<file path="config.mk">
export PLATFORM = sky130hd
export DESIGN_NAME = axi3_wr_outstanding_limiter
export DESIGN_NICKNAME = d
export VERILOG_FILES = /design/src/rtl/vip_axi3_tracker_pkg.sv /design/src/rtl/axi3_id_counter.sv /design/src/rtl/axi3_wr_outstanding_limiter.sv
export SDC_FILE = /design/constraint.sdc
export NUM_CORES = 1
export LEC_CHECK = 0
export ABC_AREA = 0
export CAP_MARGIN = 20
export CORE_UTILIZATION = 45
export DETAILED_ROUTE_END_ITERATION = 12
export PLACE_DENSITY = 0.68
export SETUP_SLACK_MARGIN = 0.2
export SYNTH_ARGS = -nofsm -noshare
export SYNTH_HDL_FRONTEND = slang
export SYNTH_HIERARCHICAL = 1
export SYNTH_SLANG_ARGS = --single-unit
</file>
<file path="constraint.sdc">
create_clock -name clk -period 4.09 [get_ports clk]
set_input_delay 0.409 -clock clk [delete_from_list [all_inputs] [get_ports clk]]
set_output_delay 0.409 -clock clk [all_outputs]
set_load 0.01 [all_outputs]
</file>
<file path="src/rtl/vip_axi3_tracker_pkg.sv">
// Shared constants and types for the AXI3 write-path tracking blocks.
// The defaults match the AXI3 example bench: 2-bit IDs, 4 outstanding writes
// per ID and 8 outstanding writes in total.
package vip_axi3_tracker_pkg;

  localparam int AXI3_ID_WIDTH   = 2;
  localparam int AXI3_MAX_PER_ID = 4;
  localparam int AXI3_MAX_TOTAL  = 8;

  typedef logic [AXI3_ID_WIDTH-1:0] axi3_id_t;

endpackage

</file>
<file path="src/rtl/axi3_id_counter.sv">
// Saturating up/down counter that tracks outstanding writes for one AWID.
// Ports:
//   clk, rst   clock, asynchronous active-high reset
//   inc_i      one AW accepted for this ID
//   dec_i      one B retired for this ID
//   at_max_o   count == MAX (no further AW may be accepted for this ID)
//   is_zero_o  count == 0 (a B for this ID would be unexpected)
module axi3_id_counter #(
  parameter int MAX = 4,
  parameter int W   = $clog2(MAX + 1)
) (
  input  logic clk,
  input  logic rst,
  input  logic inc_i,
  input  logic dec_i,
  output logic at_max_o,
  output logic is_zero_o
);

  logic [W-1:0] cnt_q, cnt_d;

  assign at_max_o  = (cnt_q == W'(MAX));
  assign is_zero_o = (cnt_q == '0);

  // inc and dec together cancel out.  Saturation at both ends is defensive:
  // the gate upstream and the unexpected-B classification keep it from
  // ever being exercised.
  always_comb begin
    cnt_d = cnt_q;
    if (inc_i && !dec_i && !at_max_o)
      cnt_d = cnt_q + W'(1);
    else if (dec_i && !inc_i && !is_zero_o)
      cnt_d = cnt_q - W'(1);
  end

  always_ff @(posedge clk or posedge rst) begin
    if (rst) cnt_q <= '0;
    else     cnt_q <= cnt_d;
  end

endmodule

</file>
<file path="src/rtl/axi3_wr_outstanding_limiter.sv">
// AXI3 write-path governor on the AW and B channels.  Counts outstanding
// writes per AWID and globally, stalls AW when either limit is reached, and
// retires writes on B handshakes.  A B with no outstanding write for its ID
// raises a sticky error that remembers the first offending BID.
// Ports:
//   clk, rst                  clock, asynchronous active-high reset
//   m_awvalid/m_awid/m_awready  master-side AW handshake (ready is gated)
//   s_awvalid/s_awready         slave-side AW handshake (valid is gated)
//   s_bvalid/s_bid/m_bready     B handshake, observed only
//   outstanding_total, busy     global count and count != 0
//   b_unexp_err/b_unexp_id      sticky unexpected-B flag and captured BID
//   err_clr                     clears the flag and captured ID
module axi3_wr_outstanding_limiter
  import vip_axi3_tracker_pkg::*;
#(
  parameter int ID_WIDTH   = AXI3_ID_WIDTH,
  parameter int MAX_PER_ID = AXI3_MAX_PER_ID,
  parameter int MAX_TOTAL  = AXI3_MAX_TOTAL,
  parameter int CNT_W      = $clog2(MAX_PER_ID + 1),
  parameter int TOT_W      = $clog2(MAX_TOTAL + 1)
) (
  input  logic                clk,
  input  logic                rst,
  input  logic                m_awvalid,
  input  logic [ID_WIDTH-1:0] m_awid,
  output logic                m_awready,
  output logic                s_awvalid,
  input  logic                s_awready,
  input  logic                s_bvalid,
  input  logic [ID_WIDTH-1:0] s_bid,
  input  logic                m_bready,
  output logic [TOT_W-1:0]    outstanding_total,
  output logic                busy,
  output logic                b_unexp_err,
  output logic [ID_WIDTH-1:0] b_unexp_id,
  input  logic                err_clr
);

  localparam int NUM_ID = 2 ** ID_WIDTH;

  logic [NUM_ID-1:0]   at_max, is_zero, inc, dec;
  logic [TOT_W-1:0]    total_q, total_d;
  logic                err_q, err_d;
  logic [ID_WIDTH-1:0] eid_q, eid_d;
  logic                aw_allow, aw_acc, b_hs, b_ret, b_unexp;

  // Gate from registered counts only: never looks at s_awready, and a B
  // retiring this cycle does not open the gate until the next one.
  assign aw_allow  = !at_max[m_awid] && (total_q < TOT_W'(MAX_TOTAL));
  assign s_awvalid = m_awvalid & aw_allow;
  assign m_awready = s_awready & aw_allow;

  assign aw_acc  = s_awvalid & s_awready;
  assign b_hs    = s_bvalid & m_bready;
  assign b_ret   = b_hs & !is_zero[s_bid];
  assign b_unexp = b_hs &  is_zero[s_bid];

  for (genvar g = 0; g < NUM_ID; g++) begin : g_id
    assign inc[g] = aw_acc && (m_awid == ID_WIDTH'(g));
    assign dec[g] = b_ret  && (s_bid  == ID_WIDTH'(g));

    axi3_id_counter #(.MAX(MAX_PER_ID), .W(CNT_W)) u_cnt (
      .clk       (clk),
      .rst       (rst),
      .inc_i     (inc[g]),
      .dec_i     (dec[g]),
      .at_max_o  (at_max[g]),
      .is_zero_o (is_zero[g])
    );
  end

  always_comb begin
    total_d = total_q;
    case ({aw_acc, b_ret})
      2'b10:   total_d = total_q + TOT_W'(1);
      2'b01:   total_d = total_q - TOT_W'(1);
      default: total_d = total_q;
    endcase
  end

  // A new unexpected B beats err_clr: the flag stays set and the new BID is
  // captured, so the cleared-then-reoffended case is not lost.
  always_comb begin
    err_d = err_q;
    eid_d = eid_q;
    if (b_unexp) begin
      if (!err_q || err_clr) begin
        err_d = 1'b1;
        eid_d = s_bid;
      end
    end else if (err_clr) begin
      err_d = 1'b0;
      eid_d = '0;
    end
  end

  always_ff @(posedge clk or posedge rst) begin
    if (rst) begin
      total_q <= '0;
      err_q   <= 1'b0;
      eid_q   <= '0;
    end else begin
      total_q <= total_d;
      err_q   <= err_d;
      eid_q   <= eid_d;
    end
  end

  assign outstanding_total = total_q;
  assign busy              = (total_q != '0);
  assign b_unexp_err       = err_q;
  assign b_unexp_id        = eid_q;

endmodule

</file>
==> results.cfg, run 1 <==
[outcome]
status = finished, final reports clean

[worst_setup_path]
crit_fanout = 6
reg2reg_slack_ns = 1.22
cp.depth = 8
cp_top_family = simple AND/OR/NAND/NOR gates
critical_path.max_stage_delay_ns = 0.56
reg2reg_depth = 7
worstSetupEndpoint = g_id[1].u_cnt/cnt_q[2]
crit_path_cell_trace = clkdlybuf4s50_1, nand4b_1, nor3_1, or3b_2, fa_1, nand2b_1, o311ai_1, a21boi_1
cp_slowest_cell = nor3_1
critPathRequiredTime_ns = 4.31
crit_arrival_ns = 3.23
cp-end-kind = flip-flop
start_kind = input port
rr_startpoint = outstanding_total[3]
critPathKind = in2reg
cp_num_buf_inv = 1
worstSetupStartpoint = m_awid[0]
r2r_end = g_id[1].u_cnt/cnt_q[2]

[power]
peakVddDrop_v = 0.000277
p_leak_nw = 0.704
power_density_nw_per_um2 = 620
finalPower_w = 0.00108

[finish]
stdcell_count = 225
regArea_um2 = 475
final_layout_size_suffix_gt1_share_pct = 9.39
multiInputGateArea_um2 = 901
diodes = 0
area_growth_pct = 22.5
final_net_count = 200
final_core_util_pct = 57.4
fillers = 280
postLayoutCellArea_um2 = 1740

[floorplan]
die_area_um2 = 3380
ios = 21
fp-row-count = 20
die_y_um = 58.1
start_util_pct = 46.8
die_w_um = 58.1
core_um2 = 3030

[routing]
drt_iter0_drc = 48
wl_met3_um = 52
wl_met1_um = 1470
wl_per_cell_um = 13.9
top_layer = met4
vias_per_cell = 5.48
met2_length_um = 1580
drtPass1Iterations = 4
ant_nets = 0
drc = 0
finalWirelength_um = 3130
num_vias = 1234

[clocking]
cts_inserted_buffers = 3
worst_skew_pair.late_latency_ns = 0.29
clockRootBuffer = clkbuf_4
path_clk_slew_ns = 0.11
cts_setup_buffers = 0
clock_path_buffers = 2
htree_num_levels = 1
tritoncts = yes
cts_sinks = 19
cts_resized = 0
cts_hold_buf = 0

[synthesis]
syn_inst = 152
synth-edff-count = 0
synth.top_cell.area_share_pct = 33.5
avgSynthCellArea_um2 = 9.33
synth_top_area_cell = dfrtp_1
ys_seq_elements = 19
yosys_warnings = 6
synth-main-ff-cell = dfrtp_1
ys_types = 35
synthesis.nets = 170
ys_top_cells_by_area = dfrtp_1 34%, fa_1 5.6%, xnor2_1 5.6%, xor2_1 4.9%, nor3_1 3.9%
async_reset_ff_share_pct = 100
netlist_area_um2 = 1420
ys_seq_area_share_pct = 33.5

[sta]
finalClockSkew_ns = 0.00341
worstMarginPinSlew_ns = 0.784
min_period_ns = 3.01
drv_slew = 0
hold_viol = 0
setup_tns_ns = 0
fmax_ghz = 0.332
slew_headroom_pct = 47.4
fin_crit_sh_pct = 73.6
rsz0062_at_grt = false
setup_viol = 0

[global_routing]
gr-total-overflow = 0
grt_max_degree = 11
grt_pass1_wl_um = 5100
antenna_found_initial = 0
grt_pass1_vias = 1178
grt_usage_pct = 19.7

[placed_design]
io_buffers = 20
place_inst = 221
gp_congestion = 0.772
dp_hpwl_um = 2550
placedInstanceArea_um2 = 1710

[worst_hold_path]
hold_class = in2async

[job]
cap_violations = 0
==> layout by cell type, fill, tap and decap left out, types with 6 or more instances in the layout <==
| cell | count |
|---|---|
| inv_1 | 11 |
| clkdlybuf4s50_1 | 20 |
| dfrtp_1 | 19 |
| nor2_1 | 14 |
| nand2_1 | 6 |
| xor2_1 | 8 |
| nand2b_1 | 7 |
| nor3_1 | 11 |
| xnor2_1 | 9 |
==> Yosys cell counts, drive strengths merged, types with 5 or more instances <==
library cell   n
nor2          14
inv           11
nand3b         5
dfrtp         19
nand2          6
o21ai          8
xor2           8
nor3          11
nand2b         7
a21oi          5
xnor2          9
==> power by group <==
part / switching (W) / total, W / leakage (nW) / internal, W
combinational: 0.000267 / 0.000569 / 0.451 / 0.000302
clock: 0.0000558 / 0.0000936 / 0.0150 / 0.0000379
sequential: 0.000144 / 0.000414 / 0.238 / 0.000270
total: 0.000467 / 0.00108 / 0.704 / 0.000610
==> flip-flops by register name (all words and copies together), names as in the netlist <==
signal	cells
g_id.u_cnt/cnt_q	12
outstanding_total	4
b_unexp_id	2
b_unexp_err	1
==> area by class of cell <==
cell class                 instances  area share [%]
clock buffer                       4            1.51
timing repair buffer              25            13.7
tap                               44            3.17
inverter                          11            2.38
sequential                        19            27.4
multi-input combinational        122            51.9
==> metrics by stage <==
stage	setup slack, ns	hold WS, ns
floorplan	1.25	0.163
global placement	0.951	0.482
detailed placement	0.811	0.490
CTS	1.12	0.470
global route	0.991	0.466
finish	1.08	0.473
==> layer usage <==
layer | up-vias | GRT usage [%]
li1 | 618 | -
met1 | 600 | 25.5
met2 | 14 | 34.2
met3 | 2 | 4.02
met4 | 0 | 4.08
met5 | - | 0
==> how the worst min path moves through the flow <==
stage	end	slack, ns	cells after the start	from
after global placement	b_unexp_id[1]	0.48	1	b_unexp_id[1]
after detailed placement	b_unexp_id[1]	0.49	1	b_unexp_id[1]
after floorplan	g_id[0].u_cnt/cnt_q[0]	0.16	1	rst
final	g_id[0].u_cnt/cnt_q[0]	0.47	2	rst
after CTS	g_id[2].u_cnt/cnt_q[0]	0.47	2	rst
after global routing	g_id[3].u_cnt/cnt_q[0]	0.47	2	rst
==> kinds of logic (layout without fill, tap and decap cells) <==
kind of cell               count (synthesis)  in the layout  share of synthesized area (%)
muxes                                      4              4                           3.88
DFF                                       19             19                           33.5
and+or+nand+nor                           61             61                           24.6
AOI/OAI and AO/OA                         33             33                           16.2
xor gates and xnor gates                  17             17                           10.5
adders and majority gates                  7              7                           8.30
buffers and inverters                     11             40                           2.91
Power figures use the tool's default switching activity.
==> run 2, diff against run 1 <==
--- a/config.mk
+++ b/config.mk
@@ -9,7 +9,7 @@
 export CAP_MARGIN = 20
 export CORE_UTILIZATION = 45
 export DETAILED_ROUTE_END_ITERATION = 12
-export PLACE_DENSITY = 0.68
+export PLACE_DENSITY = 0.71
 export SETUP_SLACK_MARGIN = 0.2
 export SYNTH_ARGS = -nofsm -noshare
 export SYNTH_HDL_FRONTEND = slang
==> constraint.sdc (replaced) <==
create_clock -name clk -period 2.5 [get_ports clk]
set_input_delay 0.25 -clock clk [delete_from_list [all_inputs] [get_ports clk]]
set_output_delay 0.25 -clock clk [all_outputs]
set_load 0.01 [all_outputs]
==> run 2 against run 1 <==
  * Hold slack worse by 0.19 ns
  * Final area is 28% higher
  * The flow now finishes with violations (negative setup slack)
  * Sequential share of layout area shrank 5.7 points
  * Global-route usage is 2.1 points higher
  * Non-clock buffer count up 31
  * Die area unchanged
  * Critical path type is now reg2reg
  * Combinational power rose to 2.7 times the previous value
  * Total power is 120% higher
  * Critical path depth up 2
  * Clock-buffer cell count is the same
  * Register-to-register slack worse by 1.3 ns
  * Clock skew is 0.0018 ns lower
==> results.cfg, run 2 (synthesis gave the netlist of run 1 again) <==
[worst_setup_path]
cp_top_family = simple AND/OR/NAND/NOR gates
reg2reg_depth = 10
crit_arrival_ns = 2.78
cp_num_buf_inv = 1
critPathRequiredTime_ns = 2.74
cp.depth = 10
crit_fanout = 3
crit_path_cell_trace = inv_2, nor3_2, mux2i_1, o21bai_2, nor4_4, or3b_4, fa_2, nand2b_4, o311ai_2, a21boi_2
cp-end-kind = flip-flop
cp_slowest_cell = dfrtp_1
start_kind = flip-flop
critical_path.max_stage_delay_ns = 0.42
critPathKind = reg2reg

[floorplan]
die_w_um = 58.1
core_um2 = 3030
ios = 21
fp-row-count = 20
start_util_pct = 46.8
die_area_um2 = 3380
die_y_um = 58.1

[power]
swShare_pct = 42.3
peakVddDrop_v = 0.000645
power_frac_comb_pct = 65.9
finalPower_w = 0.00237
p_clk_share_pct = 7.0
p_leak_nw = 0.916
seqPwrFrac_pct = 27.1
switchingPower_w = 0.00100
power_density_nw_per_um2 = 1070
p_int_w = 0.00136

[finish]
multiInputGateArea_um2 = 1150
area_growth_pct = 56.6
final_common_cell = buf_4
final_net_count = 231
regArea_um2 = 480
fillers = 224
diodes = 0
final_layout_size_suffix_gt1_share_pct = 43.9
postLayoutCellArea_um2 = 2220
largest_reg_flops = 12
final_cell_mix = 36 x buf_4, 17 x clkdlybuf4s50_1, 15 x dfrtp_1, 13 x nor2_1, 9 x xnor2_1
regMostFlops = g_id.u_cnt/cnt_q

[routing]
drtPass1Iterations = 7
ant_nets = 0
num_vias = 1421
drt_iter0_drc = 84
finalWirelength_um = 3850
drc = 0
wl_per_cell_um = 15.0
vias_per_cell = 5.55

[clocking]
clockRootBuffer = clkbuf_4
path_clk_slew_ns = 0.11
cts_hold_buf = 0
tritoncts = yes
htree_num_levels = 1
cts_sinks = 19
cts_inserted_buffers = 3
worst_skew_pair.late_latency_ns = 0.30
clock_path_buffers = 2

[sta]
drv_slew = 0
worstMarginPinSlew_ns = 0.441
setup_viol = 2
slew_headroom_pct = 70.2
setup_ws_ns = -0.0356
rsz0062_at_grt = true
hold_viol = 0
finalClockSkew_ns = 0.00163
min_period_ns = 2.54
fmax_ghz = 0.394
fin_crit_sh_pct = 101

[job]
cap_violations = 0

[global_routing]
grt_usage_pct = 21.8
grt_pass1_vias = 1334
grt_pass1_wl_um = 5600
antenna_found_initial = 0
gr-total-overflow = 0
grt_max_degree = 11

[outcome]
failed_checks = negative setup slack
status = complete, but fails checks

[placed_design]
gp_congestion = 0.823
post-place-ws_ns = -0.377
dp_hpwl_um = 2630
placedInstanceArea_um2 = 1910
io_buffers = 20

[worst_hold_path]
hold_class = in2async
-- run 2: final timing paths --
kind,slack [ns],endpoint,from
min reg2reg,0.51,b_unexp_id[1],b_unexp_id[1]
max reg2reg,-0.04,g_id[0].u_cnt/cnt_q[2],g_id[2].u_cnt/cnt_q[2]
min in group clk,0.51,b_unexp_id[1],b_unexp_id[1]
min,0.28,g_id[1].u_cnt/cnt_q[1],rst
max in group asynchronous,1.90,b_unexp_id[0],rst
max,-0.04,g_id[0].u_cnt/cnt_q[2],g_id[2].u_cnt/cnt_q[2]
-- run 2: routing by layer --
layer  global-route usage (%)  up-vias  routed length [um]
met2                     38.3       34                2080
met1                     25.6      707                1650
met4                     9.86        0                  24
li1                         -      678                   -
met3                     4.24        2                  97
met5                        0        -                   0
-- run 2: power by group through the flow --
stage / Sequential, W / Clock [W] / Combinational (W)
2_1_floorplan: 0.000647 / 0 / 0.000641
3_3_place_gp: 0.000592 / 0 / 0.00116
3_5_place_dp: 0.000602 / 0 / 0.00120
4_1_cts: 0.000621 / 0.000163 / 0.00132
5_1_grt: 0.000658 / 0.000184 / 0.00168
6_report: 0.000642 / 0.000165 / 0.00156
-- run 2: through the flow --
step | utilization, % | TNS, ns | hold WS, ns | std cells
finish | 73.3 | -0.0489 | 0.279 | 256
global placement | 63.2 | -2.02 | 0.473 | 244
CTS | 67.5 | -0.0481 | 0.290 | 251
detailed placement | 63.2 | -2.52 | 0.490 | 244
floorplan | - | -0.258 | 0.00364 | 152
global route | 73.3 | -0.312 | 0.276 | 256
-- run 2: what timing repair did --
item / 4_1_cts / 5_1_grt
endpoints found under the setup margin: 10 / 11
resized for setup: 25 / 29
buffers inserted: 3 / 5
pin swaps: 5 / 13
-- run 2: final cells by class --
class	count	area share (%)
clock buffers	4	1.18
inverters	11	1.86
multi-input cells	122	51.8
flip-flops and latches	19	21.6
well taps	44	2.48
repair buffers	56	21.0
